$ cat src/rtl/wb_pkg.sv
// Shared definitions for the write-back stage: result selects, load types,
// the long-latency FIFO entry and the load byte/half extraction helper.
package wb_pkg;

    localparam logic [1:0] SEL_ALU  = 2'd0;
    localparam logic [1:0] SEL_LOAD = 2'd1;
    localparam logic [1:0] SEL_LINK = 2'd2;

    localparam logic [2:0] LD_LB  = 3'd0;
    localparam logic [2:0] LD_LBU = 3'd1;
    localparam logic [2:0] LD_LH  = 3'd2;
    localparam logic [2:0] LD_LHU = 3'd3;
    localparam logic [2:0] LD_LW  = 3'd4;

    typedef struct packed {
        logic [4:0]  rd;
        logic [31:0] data;
    } ll_entry_t;

    // Picks the addressed byte/half out of a little-endian word and
    // sign- or zero-extends it; unknown load types return the whole word.
    function automatic logic [31:0] load_extend(
        input logic [2:0]  ld_type,
        input logic [1:0]  addr_lo,
        input logic [31:0] mem
    );
        logic [7:0]  b;
        logic [15:0] h;
        logic [31:0] r;
        case (addr_lo)
            2'd0:    b = mem[7:0];
            2'd1:    b = mem[15:8];
            2'd2:    b = mem[23:16];
            default: b = mem[31:24];
        endcase
        h = addr_lo[1] ? mem[31:16] : mem[15:0];
        case (ld_type)
            LD_LB:   r = {{24{b[7]}}, b};
            LD_LBU:  r = {24'd0, b};
            LD_LH:   r = {{16{h[15]}}, h};
            LD_LHU:  r = {16'd0, h};
            default: r = mem;
        endcase
        return r;
    endfunction

endpackage

$ cat src/rtl/wb_fifo.sv
// Small FIFO buffering long-latency results until a write-back slot is free.
// Ports: clk/rst (sync, active-high), push/pop strobes, din/dout entries,
// full/empty flags and current occupancy count.
module wb_fifo
    import wb_pkg::*;
#(
    parameter int DEPTH = 2,
    parameter int CW    = $clog2(DEPTH) + 1
) (
    input  logic          clk,
    input  logic          rst,
    input  logic          push,
    input  logic          pop,
    input  ll_entry_t     din,
    output ll_entry_t     dout,
    output logic          full,
    output logic          empty,
    output logic [CW-1:0] count
);

    localparam int AW = $clog2(DEPTH);

    ll_entry_t     r_mem [DEPTH];
    logic [AW-1:0] r_wr;
    logic [AW-1:0] r_rd;
    logic [CW-1:0] r_count;

    assign dout  = r_mem[r_rd];
    assign count = r_count;
    assign full  = (r_count == CW'(DEPTH));
    assign empty = (r_count == '0);

    // Storage needs no reset; only pointers and count define validity.
    always_ff @(posedge clk) begin
        if (push) begin
            r_mem[r_wr] <= din;
        end
    end

    // Power-of-two depth lets the pointers wrap naturally.
    always_ff @(posedge clk) begin
        if (rst) begin
            r_wr    <= '0;
            r_rd    <= '0;
            r_count <= '0;
        end else begin
            if (push) begin
                r_wr <= r_wr + 1'b1;
            end
            if (pop) begin
                r_rd <= r_rd + 1'b1;
            end
            case ({push, pop})
                2'b10:   r_count <= r_count + 1'b1;
                2'b01:   r_count <= r_count - 1'b1;
                default: r_count <= r_count;
            endcase
        end
    end

endmodule

$ cat src/rtl/wb_writer.sv
// Write-back stage: merges main-pipe results with buffered mul/div results
// onto the register-file write port, with load extraction and a starvation
// guard that stalls the main pipe for one cycle when the FIFO head waits too
// long.
// Ports: CLK/RST (sync, active-high); m_* main-pipe result; stall upstream
// hold; ll_* long-latency handshake; rwd/wb_data registered write port.
module wb_writer
    import wb_pkg::*;
#(
    parameter int LL_DEPTH = 2,
    parameter int MAX_WAIT = 4
) (
    input  logic        CLK,
    input  logic        RST,
    input  logic        m_valid,
    input  logic [4:0]  m_rd,
    input  logic [1:0]  m_sel,
    input  logic [2:0]  m_ld_type,
    input  logic [1:0]  m_addr_lo,
    input  logic [31:0] m_alu,
    input  logic [31:0] m_mem,
    input  logic [31:0] m_link,
    output logic        stall,
    input  logic        ll_valid,
    input  logic [4:0]  ll_rd,
    input  logic [31:0] ll_data,
    output logic        ll_ready,
    output logic [4:0]  rwd,
    output logic [31:0] wb_data
);

    localparam int CW  = $clog2(LL_DEPTH) + 1;
    localparam int AGW = $clog2(MAX_WAIT + 1);

    logic [4:0]     r_rwd;
    logic [31:0]    r_wb_data;
    logic           r_stall;
    logic [AGW-1:0] r_age;

    logic           w_main;
    logic           w_pop;
    logic           w_push;
    logic           w_full;
    logic           w_empty;
    logic [CW-1:0]  w_count;
    logic [31:0]    w_main_data;
    ll_entry_t      w_din;
    ll_entry_t      w_head;

    assign rwd     = r_rwd;
    assign wb_data = r_wb_data;
    assign stall   = r_stall;

    // No pop-and-push bypass: a full FIFO refuses even while it pops.
    assign ll_ready = !RST && (w_count < CW'(LL_DEPTH));

    always_comb begin
        w_main = !r_stall && m_valid && (m_rd != 5'd0);
        w_pop  = !w_main && !w_empty;
        // rd==0 transfers complete the handshake but are dropped.
        w_push = ll_valid && ll_ready && (ll_rd != 5'd0);
        w_din  = '{rd: ll_rd, data: ll_data};
        case (m_sel)
            SEL_LOAD: w_main_data = load_extend(m_ld_type, m_addr_lo, m_mem);
            SEL_LINK: w_main_data = m_link;
            default:  w_main_data = m_alu;
        endcase
    end

    wb_fifo #(
        .DEPTH (LL_DEPTH)
    ) u_fifo (
        .clk   (CLK),
        .rst   (RST),
        .push  (w_push),
        .pop   (w_pop),
        .din   (w_din),
        .dout  (w_head),
        .full  (w_full),
        .empty (w_empty),
        .count (w_count)
    );

    always_ff @(posedge CLK) begin
        if (RST) begin
            r_rwd     <= '0;
            r_wb_data <= '0;
            r_stall   <= 1'b0;
            r_age     <= '0;
        end else begin
            if (w_main) begin
                r_rwd     <= m_rd;
                r_wb_data <= w_main_data;
            end else if (w_pop) begin
                r_rwd     <= w_head.rd;
                r_wb_data <= w_head.data;
            end else begin
                r_rwd     <= '0;
                r_wb_data <= '0;
            end

            if (w_pop || w_empty) begin
                r_age <= '0;
            end else if (r_age < AGW'(MAX_WAIT)) begin
                r_age <= r_age + 1'b1;
            end

            // A raised stall forces a pop next edge, which clears it again.
            r_stall <= w_full && (r_age >= AGW'(MAX_WAIT - 1)) && !w_pop;
        end
    end

endmodule

$ cat config.mk
export PLATFORM = sky130hd
export DESIGN_NAME = wb_writer
export DESIGN_NICKNAME = d
export VERILOG_FILES = /design/src/rtl/wb_pkg.sv /design/src/rtl/wb_fifo.sv /design/src/rtl/wb_writer.sv
export SDC_FILE = /design/constraint.sdc
export NUM_CORES = 1
export LEC_CHECK = 0
export CAP_MARGIN = 20
export CELL_PAD_IN_SITES_DETAIL_PLACEMENT = 1
export CELL_PAD_IN_SITES_GLOBAL_PLACEMENT = 1
export CORE_MARGIN = 2
export CORE_UTILIZATION = 36
export DETAILED_ROUTE_END_ITERATION = 8
export GPL_TIMING_DRIVEN = 0
export HOLD_SLACK_MARGIN = 0.03
export PLACE_DENSITY_LB_ADDON = 0.1
export SETUP_SLACK_MARGIN = 0.4
export SLEW_MARGIN = 0
export SYNTH_ARGS = -nofsm -noshare
export SYNTH_HDL_FRONTEND = slang
export SYNTH_SLANG_ARGS = --single-unit
$ cat constraint.sdc
create_clock -name CLK -period 3.14 [get_ports CLK]
set_input_delay 0.628 -clock CLK [delete_from_list [all_inputs] [get_ports CLK]]
set_output_delay 0.628 -clock CLK [all_outputs]
set_load 0.05 [all_outputs]
# Yosys cells after proc, flatten, opt, wreduce, memory -nomap -nowiden
# Memories as Yosys holds them, arrays and structs flattened. A register that Yosys moved wholly into a read port is not among the register bits.
# Index checks and enable logic that the tools add are counted.
[word_totals]
ff_bits = 45
latch_bits = 0
ram_bits = 74
rom_bits = 0
input_bits = 149
mem_count = 1
[mem_list]
columns = ["name", "depth", "width", "read_ports", "rd_clocked_by_memory_dff", "wr", "line_no", "text"]
rows = [
  ["u_fifo.r_mem", 2, 37, 1, 1, 1, "wb_fifo.sv:23", "ll_entry_t r_mem [DEPTH];"],
]
[classes]
addsub = 5
n_mul = 0
div = 0
order_cmp = 3
n_eq_ne = 10
shift = 0
mux = 13
bitwise_logic = 0
reduce_logical = 21
[op_table]
columns = ["op", "n"]
rows = [
  ["$pmux 32 s4", 1],
  ["$mux 32", 2],
  ["$pmux 32 s2", 1],
  ["$pmux 8 s3", 1],
  ["$mux 16", 1],
  ["$mux 5", 2],
  ["$reduce_bool 5->1", 2],
  ["$eq 2x2->1 const B", 4],
  ["$logic_and 1x1->1", 8],
  ["$eq 2x1->1 const B", 3],
  ["$eq 3x2->1 const B", 2],
  ["$logic_not 1->1", 5],
  ["$logic_not 2->1", 2],
  ["$mux 1", 4],
  ["$pmux 2 s2", 1],
  ["$add 3x1->3 const B", 1],
  ["$eq 3x1->1 const B", 1],
  ["$ge 3x2->1 const B", 1],
  ["$logic_not 3->1", 1],
  ["$lt 3x3->1 const B", 1],
  ["$add 1x1->1 const B", 2],
  ["$add 2x1->2 const B", 1],
  ["$lt 2x2->1 const B", 1],
  ["$reduce_bool 2->1", 1],
  ["other kinds (3)", 3],
]

# Logic depth before layout (Yosys ltp)
[depth]
depth_word = 7
ltp_mapped = 8
ltp_nobuf = 7

# Cells and area by module
# From an unflattened synthesis, not the netlist that was laid out.
[hier_totals]
hier_cells = 506
hier_area_um2 = 5774.3
[modules_own_cells]
columns = ["mod", "instances", "cells_per_inst", "area_each_um2", "seq_area_each_um2"]
rows = [
  ["wb_writer", 1, 369, 2902.8, 820.8],
  ["wb_fifo", 1, 137, 2871.5, 2322.2],
]

# Worst setup path after synthesis
# OpenSTA, ideal clock, no wires.
[synth_timing]
path_kind = "in2reg"
startpoint = "in RST"
endpoint = "mem u_fifo.r_mem[0][0] (netlist bit), enable pin"
arrival_time_ps = 3282
required_time_ps = 2709
slack_ps = -573
path_stages = 3
path_cell_list = "nor2_1 > o211ai_1 > nor2_1"
[synth_between]
elab_chain_len = 6
[synth_rtl]
columns = ["element", "line_no", "text"]
rows = [
  ["start, declared", "wb_writer.sv:14", "input logic RST,"],
  ["$logic_not 1->1", "wb_writer.sv:55", "assign ll_ready = !RST && (w_count < CW'(LL_DEPTH));"],
  ["$logic_and 1x1->1", "wb_writer.sv:55", ""],
  ["$logic_and 1x1->1 (2 in a row)", "wb_writer.sv:61", "w_push = ll_valid && ll_ready && (ll_rd != 5'd0);"],
  ["$mux 1", "wb_fifo.sv:35", "if (push) begin"],
  ["$mux 1 (not written as such)", "wb_fifo.sv:36", "r_mem[r_wr] <= din;"],
  ["end, declared", "wb_fifo.sv:23", ""],
]
# No other way between the ends.

# Final worst setup path
[layout_timing]
startpoint = "in m_rd[0]"
endpoint = "reg u_fifo.r_count[1], in the netlist u_fifo.count[1]"
[layout_between]
elab_chain_len = 6
[layout_rtl]
columns = ["element", "line_no", "text"]
rows = [
  ["start, declared", "wb_writer.sv:16", "input logic [4:0] m_rd,"],
  ["$reduce_bool 5->1 (*)", "wb_writer.sv:58", "w_main = !r_stall && m_valid && (m_rd != 5'd0);"],
  ["$logic_and 1x1->1 (*)", "wb_writer.sv:58", ""],
  ["$logic_not 1->1 (*)", "wb_writer.sv:59", "w_pop = !w_main && !w_empty;"],
  ["$logic_and 1x1->1 (*)", "wb_writer.sv:59", ""],
  ["net u_fifo.pop", "wb_fifo.sv:13", "input logic pop,"],
  ["$eq 2x1->1 / $eq 2x2->1 (equally long branches)", "wb_fifo.sv:53", "case ({push, pop})"],
  ["$pmux 2 s2 / $reduce_bool 2->1 (equally long branches)", "n/a", ""],
  ["end signal, assigned", "wb_fifo.sv:54", "2'b10: r_count <= r_count + 1'b1;"],
  ["end signal, assigned", "wb_fifo.sv:55", "2'b01: r_count <= r_count - 1'b1;"],
  ["end signal, assigned", "wb_fifo.sv:56", "default: r_count <= r_count;"],
  ["end, declared", "wb_fifo.sv:26", "logic [CW-1:0] r_count;"],
]
# The timed path passes the listed nets; every way through them passes the cells marked *.
# A chain may end at the register's enable or synchronous reset.

==> results_dict.tcl <==
set metrics [dict create \
    crit_family "simple AND/OR/NAND/NOR gates" \
    clock_power_share_pct 36.2 \
    cts_made_buffers 17 \
    slew_headroom_pct 46.3 \
    syn-num-nets 670 \
    clock_skew_ns 0.00609 \
    diodes 0 \
    fin_crit_sh_pct 82.8 \
    hp-class "reg -> reg" \
    ir_drop_mv 0.461 \
    drc 0 \
    hold_viol 0 \
    portBuffers 186 \
    viasPerCell 5.59 \
    htree_levels 4 \
    core_area_um2 16000 \
    seq_area_um2 3140 \
    fin_ws_ns 0.540 \
    synth.distinct_cells 47 \
    clockBufferDepth 2 \
    cts_root_buf "clkbuf_16" \
    placementRows 46 \
    syn_inst 516 \
    synth_edf_count 74 \
    critPathBufInv 2 \
    timing.setup.tns_ns 0 \
    cts_tree "built" \
    syn_avg_cell_area_um2 11.5 \
    ant_nets 0 \
    tightest_slew_ns 0.805 \
    syn-cell-area_um2 5950 \
    grt_pass1_wl_mm 33.4 \
    grtUsageTotal_pct 25.2 \
    ioPinCount 188 \
    grt_pass1_vias 5730 \
    start_util_pct 37.2 \
    max_stage_delay_ns 0.49 \
    p_int_mw 3.71 \
    yosysWarnings 0 \
    final-setup-viol-count 0 \
    die_x_um 133 \
    dp_slack_ns -0.229 \
    insertion_delay_ns 0.42 \
    grt_max_degree 22 \
    required_ns 3.48 \
    clk_pin_slew_ns 0.06 \
    powerDensity_nw_per_um2 618 \
    critical_path_class "in -> reg" \
    yosysSeqAreaShare_pct 52.8 \
    place.gp.congestion 0.874 \
    drive_above_1_share_pct 12.7 \
    n_fill_cell 1748 \
    fmax_ghz 0.385 \
    worstReg2RegEnd "rwd[2]" \
    p_leak_nw 3.00 \
    die_area_um2 17600 \
    wl_per_cell_um 22.9 \
    clock-sinks 120 \
    cp-end-kind "flop" \
    p_sw_mw 1.71 \
    crit_chain "clkdlybuf4s50_1, nor3_1, a21oi_4, clkbuf_8, nor2_1, ha_1, or3_1, a21oi_1" \
    synthArstFlopShare_pct 0 \
    power.share.sequential_pct 34.8 \
    synth_ff_type "edfxtp_1" \
    grt_overflow 0 \
    switching_share_pct 31.6 \
    min_to "u_fifo.r_rd" \
    crit_path_max_fanout 10 \
    max_cap_viol_count 0 \
    fin_crit_ns 2.60 \
    crit_arrival_ns 2.94 \
    final_util_pct 54.8 \
    p_comb_share_pct 29.0 \
    multiInputGateArea_um2 2500 \
    hpwl_mm 16.4 \
    final_common_cell "clkdlybuf4s50_1" \
    nets 879 \
    status "complete, no violations" \
    stdcell_count 954 \
    cp_slowest_cell "nor3_1" \
    grt_antenna_before_repair 0 \
    finalMaxSlewViolations 0 \
    area_delta_synth_final_pct 47.4 \
    ys_seq_elements 120 \
    drt_iter0_markers 336 \
    vias 5331 \
    most-common-layout-cells "clkdlybuf4s50_1, edfxtp_1, dfxtp_1" \
    dp_cells 920 \
    r2r_cells 5 \
    finalWirelength_mm 21.8 \
    worst_setup_path_start_kind "primary input" \
    drt-pass1-iter-count 5 \
    regToRegSetupSlack_ns 0.84 \
    worstHoldStart "u_fifo.r_rd" \
    die_h_um 133 \
    whs_path_depth 2 \
    rsz0062_at_grt "no" \
]
-- flip-flops by register name, summed over array words and instances (netlist names), named ones only --
name and count:
r_age 3, rwd 5, stall 1, u_fifo.count 2, u_fifo.r_mem 74, u_fifo.r_rd 1, u_fifo.r_wr 1, wb_data 32
-- tightest hold or removal path, delay by kind of cell (launching register included) --
family / cells / cell delay (ns)
AOI/OAI and AO/OA: 2 / 0.20
DFF: 1 / 0.30
-- metal layers --
layer / GRT usage [%] / wire length (um)
met1: 32.2 / 9580
met5: 0 / 0
met2: 42.4 / 10600
met3: 5.25 / 1260
met4: 9.08 / 451
-- power by group through the flow --
stage,Combinational [mW],Sequential [mW],Clock (mW)
after global routing,1.67,1.90,2.05
after detailed placement,1.54,1.92,0
after global placement,1.49,1.91,0
after CTS,1.56,1.89,2.00
after floorplan,0.716,2.11,0
final,1.57,1.89,1.96
-- stage by stage --
| step | cell area [um^2] | hold slack, ns | total power, mW |
|---|---|---|---|
| after CTS | 8750 | 0.550 | 5.44 |
| after global placement | 8100 | 0.493 | 3.40 |
| after global routing | 8770 | 0.585 | 5.62 |
| final | 8770 | 0.552 | 5.42 |
| after floorplan | 5970 | 0.480 | 2.82 |
| after detailed placement | 8150 | 0.540 | 3.46 |
-- timing repair --
item	in CTS	in global routing
hold buffers	0	0
pin swaps	1	1
buffers inserted	1	1
endpoints found under the setup margin	2	21
resized for setup	2	6
-- synth_stat cells (all sizes together), types with 3 or more instances --
library cell	instances	area share [%]
dfxtp	46	15
a221oi	37	5.4
o221ai	10	1.5
mux2i	26	4.4
nor3b	8	1.0
or2b	10	1.4
o2111ai	22	3.2
nor4	3	0.32
o21ai	25	2.1
clkbuf	34	3.3
inv	9	0.57
nand3	9	0.76
a21oi	23	1.9
a211oi	18	2.3
buf	10	1.3
mux2	29	5.5
nand2	29	1.8
a32oi	5	0.74
nand2b	10	1.1
edfxtp	74	37
nor2b	9	0.95
a31oi	8	0.84
nor2	28	1.8
ha	5	1.1
-- how the worst max path moves through the flow --
stage / startpoint / end / slack, ns / cells past startpoint
3_3_place_gp: m_rd[0] / u_fifo.count[1] / -0.16 / 8
3_5_place_dp: m_rd[2] / u_fifo.count[1] / -0.23 / 8
2_1_floorplan: ll_rd[0] / u_fifo.count[1] / 0.61 / 5
6_report: m_rd[0] / u_fifo.count[1] / 0.54 / 8
4_1_cts: m_addr_lo[0] / wb_data[22] / 0.41 / 6
5_1_grt: m_addr_lo[1] / wb_data[12] / 0.42 / 6
-- cell families after synthesis --
kind of cell               count (synthesis)  share of synthesized area, %
adders and majority gates                  5                          1.05
DFF                                      120                          52.8
muxes                                     55                          9.86
AOI/OAI and AO/OA                        160                          19.8
buffers and inverters                     56                          5.68
xor gates and xnor gates                   4                         0.589
and+or+nand+nor                          116                          10.2
-- cell type report --
class	count	share of cell area [%]
Sequential cell	120	35.8
Clock inverter	13	1.74
Inverter	9	0.385
Timing Repair Buffer	190	22.1
Tap cell	216	3.08
Clock buffer	19	4.94
Buffer	47	3.51
Multi-Input combinational cell	340	28.5
No activity file was read; power rests on OpenSTA's default activity.
